==> src/rtl/ddr_load_scheduler_pkg.sv <==
// Shared types and constants for the DDR load-channel scheduler.
// The user memory base comes from the platform-wide USER_MEMORY_REGION_START define when present.
`ifndef USER_MEMORY_REGION_START
`define USER_MEMORY_REGION_START 32'h0000_0000
`endif

package ddr_load_scheduler_pkg;

  localparam logic [31:0] USER_REGION_BASE = `USER_MEMORY_REGION_START;

  localparam int DEFAULT_BURST_BEATS = 4;

  typedef enum logic {
    IDLE = 1'b0,
    WAIT = 1'b1
  } sched_state_t;

  typedef enum logic {
    ICACHE = 1'b0,
    DCACHE = 1'b1
  } requester_t;

endpackage

==> src/rtl/ddr_load_scheduler_request_slot.sv <==
// One pending refill request (flag, line address, invalidate qualifier) for a single cache.
// A clear in the same cycle as a capture wins: that request was granted through the bypass path.
module ddr_load_scheduler_request_slot #(
    parameter int ADDR_WIDTH = 32
) (
    input  logic                  clk_i,
    input  logic                  rst_i,
    input  logic                  capture_i,
    input  logic                  clear_i,
    input  logic [ADDR_WIDTH-1:0] addr_i,
    input  logic                  inv_i,
    output logic                  pending_o,
    output logic [ADDR_WIDTH-1:0] addr_o,
    output logic                  inv_o
);

    always_ff @(posedge clk_i or posedge rst_i) begin
        if (rst_i) begin
            pending_o <= 1'b0;
            addr_o    <= '0;
            inv_o     <= 1'b0;
        end else if (clear_i) begin
            pending_o <= 1'b0;
        end else if (capture_i) begin
            pending_o <= 1'b1;
            addr_o    <= addr_i;
            inv_o     <= inv_i;
        end
    end

endmodule

==> src/rtl/ddr_load_scheduler.sv <==
// Arbitrates icache/dcache refills onto the single DDR load channel, one burst at a time,
// and steers returned beats to the owning cache with a starvation guard for instruction fetch.
module ddr_load_scheduler
    import ddr_load_scheduler_pkg::*;
#(
    parameter int                     ADDR_WIDTH   = 32,
    parameter int                     DATA_WIDTH   = 32,
    parameter int                     BURST_BEATS  = DEFAULT_BURST_BEATS,
    parameter logic [ADDR_WIDTH-1:0]  REGION_BASE  = ADDR_WIDTH'(USER_REGION_BASE),
    parameter int                     STARVE_LIMIT = 4
) (
    input  logic                  clk_i,
    input  logic                  rst_i,
    input  logic                  icache_req_i,
    input  logic [ADDR_WIDTH-1:0] icache_addr_i,
    input  logic                  icache_inv_i,
    output logic                  icache_valid_o,
    output logic [DATA_WIDTH-1:0] icache_data_o,
    output logic                  icache_stall_o,
    input  logic                  dcache_req_i,
    input  logic [ADDR_WIDTH-1:0] dcache_addr_i,
    input  logic                  dcache_inv_i,
    output logic                  dcache_valid_o,
    output logic [DATA_WIDTH-1:0] dcache_data_o,
    output logic                  dcache_stall_o,
    output logic                  ddr_req_o,
    output logic [ADDR_WIDTH-1:0] ddr_addr_o,
    output logic                  ddr_inv_o,
    input  logic                  ddr_ready_i,
    input  logic                  ddr_valid_i,
    input  logic [DATA_WIDTH-1:0] ddr_data_i,
    output logic                  instr_load_o,
    output logic                  spurious_o,
    output sched_state_t          state_o
);

    localparam int BW = $clog2(BURST_BEATS);
    localparam int SW = $clog2(STARVE_LIMIT + 1);
    localparam logic [BW-1:0] LAST_BEAT  = BW'(BURST_BEATS - 1);
    localparam logic [SW-1:0] STARVE_MAX = SW'(STARVE_LIMIT);

    sched_state_t state_q, state_d;
    requester_t   owner_q;
    logic [BW-1:0] beat_q;
    logic [SW-1:0] starve_q;
    logic grant_i, grant_d, last_beat;

    logic                  i_pend, d_pend, i_pinv, d_pinv;
    logic [ADDR_WIDTH-1:0] i_paddr, d_paddr;

    // A source is busy while it is pending or owns the burst in progress; new pulses are then dropped.
    logic serving, i_busy, d_busy, i_cand, d_cand;
    assign serving = (state_q == WAIT);
    assign i_busy  = i_pend | (serving && owner_q == ICACHE);
    assign d_busy  = d_pend | (serving && owner_q == DCACHE);
    assign i_cand  = i_pend | icache_req_i;
    assign d_cand  = d_pend | dcache_req_i;

    ddr_load_scheduler_request_slot #(.ADDR_WIDTH(ADDR_WIDTH)) u_islot (
        .clk_i(clk_i), .rst_i(rst_i),
        .capture_i(icache_req_i & ~i_busy), .clear_i(grant_i),
        .addr_i(icache_addr_i), .inv_i(icache_inv_i),
        .pending_o(i_pend), .addr_o(i_paddr), .inv_o(i_pinv)
    );

    ddr_load_scheduler_request_slot #(.ADDR_WIDTH(ADDR_WIDTH)) u_dslot (
        .clk_i(clk_i), .rst_i(rst_i),
        .capture_i(dcache_req_i & ~d_busy), .clear_i(grant_d),
        .addr_i(dcache_addr_i), .inv_i(dcache_inv_i),
        .pending_o(d_pend), .addr_o(d_paddr), .inv_o(d_pinv)
    );

    logic [ADDR_WIDTH-1:0] i_sel_addr, d_sel_addr;
    logic                  i_sel_inv, d_sel_inv;
    assign i_sel_addr = i_pend ? i_paddr : icache_addr_i;
    assign i_sel_inv  = i_pend ? i_pinv  : icache_inv_i;
    assign d_sel_addr = d_pend ? d_paddr : dcache_addr_i;
    assign d_sel_inv  = d_pend ? d_pinv  : dcache_inv_i;

    always_ff @(posedge clk_i or posedge rst_i) begin
        if (rst_i) state_q <= IDLE;
        else       state_q <= state_d;
    end

    always_comb begin
        state_d   = state_q;
        grant_i   = 1'b0;
        grant_d   = 1'b0;
        last_beat = 1'b0;
        case (state_q)
            IDLE: begin
                if (ddr_ready_i && (i_cand || d_cand)) begin
                    if (i_cand && (!d_cand || starve_q >= STARVE_MAX)) grant_i = 1'b1;
                    else                                               grant_d = 1'b1;
                    state_d = WAIT;
                end
            end
            WAIT: begin
                if (ddr_valid_i && beat_q == LAST_BEAT) begin
                    last_beat = 1'b1;
                    state_d   = IDLE;
                end
            end
            default: state_d = IDLE;
        endcase
    end

    always_ff @(posedge clk_i or posedge rst_i) begin
        if (rst_i) begin
            owner_q    <= ICACHE;
            beat_q     <= '0;
            starve_q   <= '0;
            ddr_req_o  <= 1'b0;
            ddr_addr_o <= '0;
            ddr_inv_o  <= 1'b0;
            spurious_o <= 1'b0;
        end else begin
            ddr_req_o  <= grant_i | grant_d;
            spurious_o <= ddr_valid_i && !serving;
            if (grant_i) begin
                owner_q    <= ICACHE;
                ddr_addr_o <= i_sel_addr - REGION_BASE;
                ddr_inv_o  <= i_sel_inv;
            end else if (grant_d) begin
                owner_q    <= DCACHE;
                ddr_addr_o <= d_sel_addr - REGION_BASE;
                ddr_inv_o  <= d_sel_inv;
            end
            if (last_beat)                  beat_q <= '0;
            else if (serving && ddr_valid_i) beat_q <= beat_q + 1'b1;
            // Count dcache wins only while an instruction fetch is actually waiting.
            if (grant_i || !i_cand)                     starve_q <= '0;
            else if (grant_d && starve_q != STARVE_MAX) starve_q <= starve_q + 1'b1;
        end
    end

    assign icache_valid_o = serving && owner_q == ICACHE && ddr_valid_i;
    assign dcache_valid_o = serving && owner_q == DCACHE && ddr_valid_i;
    assign icache_data_o  = icache_valid_o ? ddr_data_i : '0;
    assign dcache_data_o  = dcache_valid_o ? ddr_data_i : '0;
    assign icache_stall_o = serving && owner_q == DCACHE;
    assign dcache_stall_o = serving && owner_q == ICACHE;
    assign instr_load_o   = serving && owner_q == ICACHE;
    assign state_o        = state_q;

endmodule
==> config.mk <==
export PLATFORM = sky130hd
export DESIGN_NAME = ddr_load_scheduler
export DESIGN_NICKNAME = d
export VERILOG_FILES = /design/src/rtl/ddr_load_scheduler_pkg.sv /design/src/rtl/ddr_load_scheduler_request_slot.sv /design/src/rtl/ddr_load_scheduler.sv
export SDC_FILE = /design/constraint.sdc
export NUM_CORES = 1
export LEC_CHECK = 0
export CELL_PAD_IN_SITES_DETAIL_PLACEMENT = 1
export CELL_PAD_IN_SITES_GLOBAL_PLACEMENT = 2
export CORE_ASPECT_RATIO = 2
export CORE_MARGIN = 2
export CORE_UTILIZATION = 26
export DETAILED_ROUTE_END_ITERATION = 10
export GPL_TIMING_DRIVEN = 0
export PLACE_DENSITY = 0.88
export SLEW_MARGIN = 40
export SYNTH_ARGS = -nofsm -noshare
export SYNTH_HDL_FRONTEND = slang
export SYNTH_SLANG_ARGS = --single-unit
==> constraint.sdc <==
create_clock -name clk_i -period 2.95 [get_ports clk_i]
set_input_delay 0.295 -clock clk_i [delete_from_list [all_inputs] [get_ports clk_i]]
set_output_delay 0.295 -clock clk_i [all_outputs]
set_load 0.1 [all_outputs]
==> run metrics, run 1 <==
status complete, no violations; post-DP HPWL 17.7 mm; Mapped Cells 548; starting density of the core 26.3%; flops & latches, synth 110; Area Growth Syn to Fin 38.1%; Async SR Flop Fraction 100%; Ports 209; Core Rows 80; RSZ-0062 raised after global routing false; Tcrit/Tclk final 86.4%; Die X 114 um; Synth Area per Inst 11.4 um^2; RR Endpoint ddr_addr_o[23]$_DFFE_PP0P_; R2R cell count 5; nets 879; total CTS buffers 9; DRT iter0 DRCs 154; Max Cap Violations 0; RD Place Congestion 0.822; crit path max fanout 10; CTS root buffer clkbuf_16; Clk pin slew, worst setup/hold paths 0.07 ns; Slew Limit Fails 0; Max Root-Sink Buffers 2; commonest cells after routing, fill and taps aside buf_2 (118), dfrtp_1 (110), mux2_2 (103), clkdlybuf4s50_1 (102), clkbuf_1 (38); die area 25300 um^2; post-route non-filler standard cell count 1065; CP Class flip-flop to primary output; worst slew pin tran 0.748 ns; DRT antenna net count 0; area share of the largest cell type after synthesis 44.1%; Fillers 2649; Final setup viols 0; Leakage 3.84 nW; GRT Overall Usage 17.6%; drt total wl 21.9 mm; f_max 392 MHz; Vias/cell 5.01; Cells after DPL 1048; Sink Count 110; post-CTS sizing 0; vias in the first global route 5903; CP required 2.65 ns; most common cell after layout, fill and taps aside buf_2; first drt pass iteration count 4; CP arrival 2.25 ns; Die Y 223 um; Setup Skew 0.00681 ns; Via Count 5336; DRC viols 0; CP endpoint kind primary output; Post-Route Setup TNS 0 ns; synthesis warning total 0; Rel. slew slack 50.1%; Core Footprint 23700 um^2; remaining global-route overflow 0; IO Port Bufs 207; Hold Path Class input pin to async pin; post-layout min period 2.55 ns; initial antenna violation count 1; largest net degree at the start of global routing 21; CTS tree built; Reg2Reg Setup Slack 0.75 ns; pwr dens 1220 nW/um^2; largest cells by area after synthesis dfrtp_1 (44%), mux2_2 (19%), mux2_4 (7.2%); distinct cell type count after synthesis 38; Peak VDD IR 0.416 mV; cell accounting for the most synthesized area dfrtp_1; layout cells sized above 1 39.6%; Post-synth EDFFs 0; Mapped Nets 655; # hold bufs at CTS 0; CTS H-tree depth 3; Most used DFF post-synth dfrtp_1; Cell Area, Synth 6240 um^2; first-pass GRT wire length 34.1 mm; post-CTS setup buffer count 0; Seq/Total Area, Yosys 44.1%; CP startpoint kind flip-flop; clock network latency to the later pin of the worst-skew pair 0.37 ns; worst r2r src u_islot.pending_o$_DFFE_PP0P_; Hold Vio Cnt, Final 0; wire per inst 20.5 um
==> worst max-delay path by stage <==
stage / startpoint / slack [ns] / endpoint / cells past startpoint
floorplan: state_o$_DFF_PP0_ / -0.12 / icache_data_o[23] / 4
global placement: ddr_valid_i / -0.13 / dcache_data_o[27] / 5
detailed placement: icache_req_i / 0.27 / ddr_addr_o[23]$_DFFE_PP0P_ / 6
CTS: state_o$_DFF_PP0_ / 0.33 / dcache_data_o[27] / 4
global route: state_o$_DFF_PP0_ / 0.18 / dcache_data_o[27] / 4
finish: state_o$_DFF_PP0_ / 0.40 / dcache_data_o[27] / 4
==> cell type report <==
type                       count  area [um^2]  share of cell area, %
multi-input combinational    372         3190                   37.1
sequential                   110         2750                   32.0
timing repair buffer         213         1710                   19.9
tap                          287          359                   4.17
buffer                        60          300                   3.49
clock buffer                  12          246                   2.86
inverter                       6         26.3                  0.305
clock inverter                 4         22.5                  0.261
antenna                        1         2.50                 0.0290
==> cells by family (layout without fill, tap and decap cells) <==
family / after synthesis / after routing / synth area share (%)
compound gates: 117 / 117 / 12.7
fa+ha+maj: 3 / 3 / 0.602
buf+inv: 66 / 295 / 5.13
flops: 110 / 110 / 44.1
mux: 133 / 133 / 25.8
other cells: 0 / 1 / 0
simple gates: 119 / 119 / 11.7
==> cells in the mapped netlist (all sizes together), types with 2 or more instances <==
cell	n
dfrtp	110
ha	3
nor4	34
a31oi	33
inv	6
o31ai	35
mux2	133
a21oi	3
buf	22
nor2b	2
or2	2
clkbuf	38
nor2	3
o21ai	36
nand2	5
and3	33
and2	34
==> layer usage <==
metal / global-route usage, % / share of wire, % / up-vias
met2: 35.4 / 59 / 156
met4: 7.36 / 3.0 / 0
li1: - / - / 2487
met3: 3.78 / 5.2 / 29
met5: 0 / 0 / -
met1: 16.4 / 33 / 2664
==> critical path: stages, from the launching register on <==
cell and delay, ns:
dfrtp_1 0.49, and3_1 0.35, clkbuf_1 0.39, and2_1 0.21, buf_2 0.43
==> metrics by stage <==
| stage | hold slack (ns) | utilization, % | power (mW) | setup slack [ns] | cell area, um^2 |
|---|---|---|---|---|---|
| 6_report | 0.234 | 36.3 | 10.5 | 0.401 | 8610 |
| 5_1_grt | 0.250 | 36.3 | 11.1 | 0.180 | 8610 |
| 4_1_cts | 0.226 | 36.3 | 10.6 | 0.325 | 8610 |
| 3_5_place_dp | 0.489 | 35.2 | 9.39 | 0.272 | 8340 |
| 3_3_place_gp | 0.483 | 36.7 | 9.61 | -0.132 | 8700 |
| 2_1_floorplan | 0.443 | - | 7.97 | -0.119 | 6270 |
==> state kept, by name, summed over array words and instances (netlist names), 2 cells and up <==
| register | cells |
|---|---|
| ddr_addr_o | 32 |
| starve_q | 3 |
| beat_q | 2 |
| u_islot.addr_o | 32 |
| u_dslot.addr_o | 32 |
==> report_power, final <==
part | internal, mW | switching (mW)
Combinational | 2.04 | 4.65
Clock | 0.593 | 0.588
Sequential | 2.23 | 0.431
Total | 4.86 | 5.67
Power figures use the tool's default switching activity.
==> run 2: changes to the inputs <==
--- a/config.mk
+++ b/config.mk
@@ -5,11 +5,12 @@
 export SDC_FILE = /design/constraint.sdc
 export NUM_CORES = 1
 export LEC_CHECK = 0
+export ABC_AREA = 1
 export CELL_PAD_IN_SITES_DETAIL_PLACEMENT = 1
 export CELL_PAD_IN_SITES_GLOBAL_PLACEMENT = 2
-export CORE_ASPECT_RATIO = 2
+export CORE_ASPECT_RATIO = 0.8
 export CORE_MARGIN = 2
-export CORE_UTILIZATION = 26
+export CORE_UTILIZATION = 22
 export DETAILED_ROUTE_END_ITERATION = 10
 export GPL_TIMING_DRIVEN = 0
 export PLACE_DENSITY = 0.88
==> run metrics, run 2 <==
CP arrival 2.11 ns (-0.14 ns); Core Rows 54 (-33%); synthesis warning total 0 (unchanged); Mapped Nets 965 (+47%); most common cell in the netlist nand2_1; first-pass GRT wire length 36.7 mm (+7.7%); largest net degree at the start of global routing 24 (+14%); post-layout min period 2.40 ns (-0.147 ns); Hold Vio Cnt, Final 0 (unchanged); worst r2r src state_o$_DFF_PP0_; CP required 2.65 ns (about the same); die area 28900 um^2 (+14%); wire per inst 16.1 um (-22%); CP endpoint kind primary output; Mapped Cells 858 (+57%); CP Class flip-flop to primary output; CP startpoint kind flip-flop; cell accounting for the most synthesized area dfrtp_1; Ports 209 (unchanged); layout cells sized above 1 21.3% (-18 points); CTS tree built; # hold bufs at CTS 0 (unchanged); Via Count 6214 (+16%); Max Cap Violations 0 (unchanged); DRT antenna net count 0 (unchanged); Die X 190 um (+67%); Cell Area, Synth 6060 um^2 (-2.8%); initial antenna violation count 0 (-1); Core Footprint 27200 um^2 (+14%); Seq/Total Area, Yosys 45.4% (+1.3 points); vias in the first global route 6385 (+8.2%); Setup Slack @ Placement 0.532 ns (+0.260 ns); first drt pass iteration count 4 (unchanged); RD Place Congestion 0.805 (-2.1%); drt total wl 23.3 mm (+6.7%); DRT iter0 DRCs 404 (+160%); CTS H-tree depth 3 (unchanged); most common cell after layout, fill and taps aside nand2_1; post-CTS setup buffer count 0 (unchanged); Vias/cell 4.28 (-15%); RSZ-0062 raised after global routing false; Clk pin slew, worst setup/hold paths 0.07 ns (about the same); status complete, no violations; total CTS buffers 9 (unchanged); Area Growth Syn to Fin 48.2%; worst slew pin tran 0.704 ns (-0.0438 ns); Async SR Flop Fraction 100% (unchanged); remaining global-route overflow 0 (unchanged); final worst-path setup slack 0.548 ns (+0.147 ns); Final Core Density 33.1% (-3.2 points); Sink Count 110 (unchanged); pwr dens 1200 nW/um^2 (-1.5%); clock network latency to the later pin of the worst-skew pair 0.37 ns (about the same); Top Registers ddr_addr_o x32, u_dslot.addr_o x32, u_islot.addr_o x32; Slew Limit Fails 0 (unchanged); Leakage 4.56 nW (+19%); commonest cells in the netlist nand2_1 (282), inv_1 (112), dfrtp_1 (110), nor2_1 (74), nand3_1 (70); post-DP HPWL 18.8 mm (+6.1%); diode count 0 (-1); crit path max fanout 10 (unchanged); Max Root-Sink Buffers 2 (unchanged); Synth Area per Inst 7.07 um^2 (-38%); post-CTS sizing 0 (unchanged); flops & latches, synth 110 (unchanged); Die Y 153 um (-32%); Post-synth EDFFs 0 (unchanged); distinct cell type count after synthesis 22 (-42%); area share of the largest cell type after synthesis 45.4% (+1.3 points); IO Port Bufs 208 (+0.48%); Most used DFF post-synth dfrtp_1; starting density of the core 22.3% (-4.0 points); CTS root buffer clkbuf_16; nets 1189 (+35%); Final setup viols 0 (unchanged); R2R cell count 6 (+1); f_max 416 MHz (+6.1%); GRT Overall Usage 16.3% (-1.3 points); Peak VDD IR 0.482 mV (+16%); Reg2Reg Setup Slack 1.01 ns (+0.26 ns); DRC viols 0 (unchanged); Setup Skew 0.00563 ns (-0.00118 ns); commonest cells after routing, fill and taps aside nand2_1 (282), buf_2 (122), inv_1 (111), dfrtp_1 (109), clkdlybuf4s50_1 (103); Rel. slew slack 52.9% (+2.8 points); RR Endpoint u_dslot.addr_o[8]$_DFFE_PP0P_; Tcrit/Tclk final 81.4% (-5.0 points); largest cells by area after synthesis dfrtp_1 (45%), nand2_1 (17%), inv_1 (6.9%); Hold Path Class input pin to async pin
run 2: worst max path at each step:
stage | from | end | cells after the start
6_report | state_o$_DFF_PP0_ | icache_data_o[1] | 6
5_1_grt | state_o$_DFF_PP0_ | icache_data_o[11] | 6
4_1_cts | state_o$_DFF_PP0_ | icache_data_o[1] | 6
3_5_place_dp | ddr_valid_i | icache_data_o[1] | 7
3_3_place_gp | ddr_valid_i | icache_data_o[1] | 7
2_1_floorplan | state_o$_DFF_PP0_ | dcache_data_o[11] | 5
run 2: kinds of logic (layout without fill, tap and decap cells):
family	after synthesis	after routing	share of synthesized area, %
AOI/OAI and AO/OA	108	108	10.5
DFF	110	110	45.4
adders and majority gates	3	3	0.619
buffers and inverters	173	402	11.6
and+or+nand+nor	464	464	31.9
run 2: area by class of cell:
| class | instances | area [um^2] |
|---|---|---|
| sequential | 110 | 2750 |
| clock inverter | 5 | 32.5 |
| buffer | 58 | 295 |
| clock buffer | 11 | 253 |
| fill | 3328 | 18200 |
| tap | 364 | 455 |
| multi-input combinational | 575 | 3080 |
| timing repair buffer | 213 | 1680 |
| inverter | 115 | 435 |
run 2: power by group:
group | switching, mW | total (mW) | internal (mW) | leakage [nW]
Combinational | 5.44 | 6.98 | 1.54 | 3.05
Sequential | 0.406 | 2.61 | 2.21 | 1.37
Clock | 0.609 | 1.23 | 0.621 | 0.146
run 2: metal layers:
| layer | up-vias | global-route usage [%] | wire (um) |
|---|---|---|---|
| met5 | - | 0 | 0 |
| met4 | 0 | 2.88 | 215 |
| met3 | 12 | 2.88 | 736 |
| met2 | 114 | 25.1 | 10400 |
| met1 | 2972 | 24.0 | 12000 |
| li1 | 3116 | - | - |
run 2: critical path: stages, from the launching register on:
cell and delay, ns:
dfrtp_2 0.43, nand2_1 0.18, nor2_4 0.13, inv_1 0.12, clkbuf_4 0.29, nor2_4 0.14
buf_2 0.43
run 2: stage by stage:
stage               power (mW)  instance area (um^2)  TNS [ns]  hold slack (ns)  instances
floorplan                 8.04                  6570         0            0.396        858
global placement          9.89                  9100     -6.97            0.453       1430
detailed placement        9.66                  8700         0            0.459       1435
CTS                       10.9                  8990         0            0.308       1451
global route              11.5                  8990         0            0.313       1451
finish                    10.8                  8990         0            0.302       1451
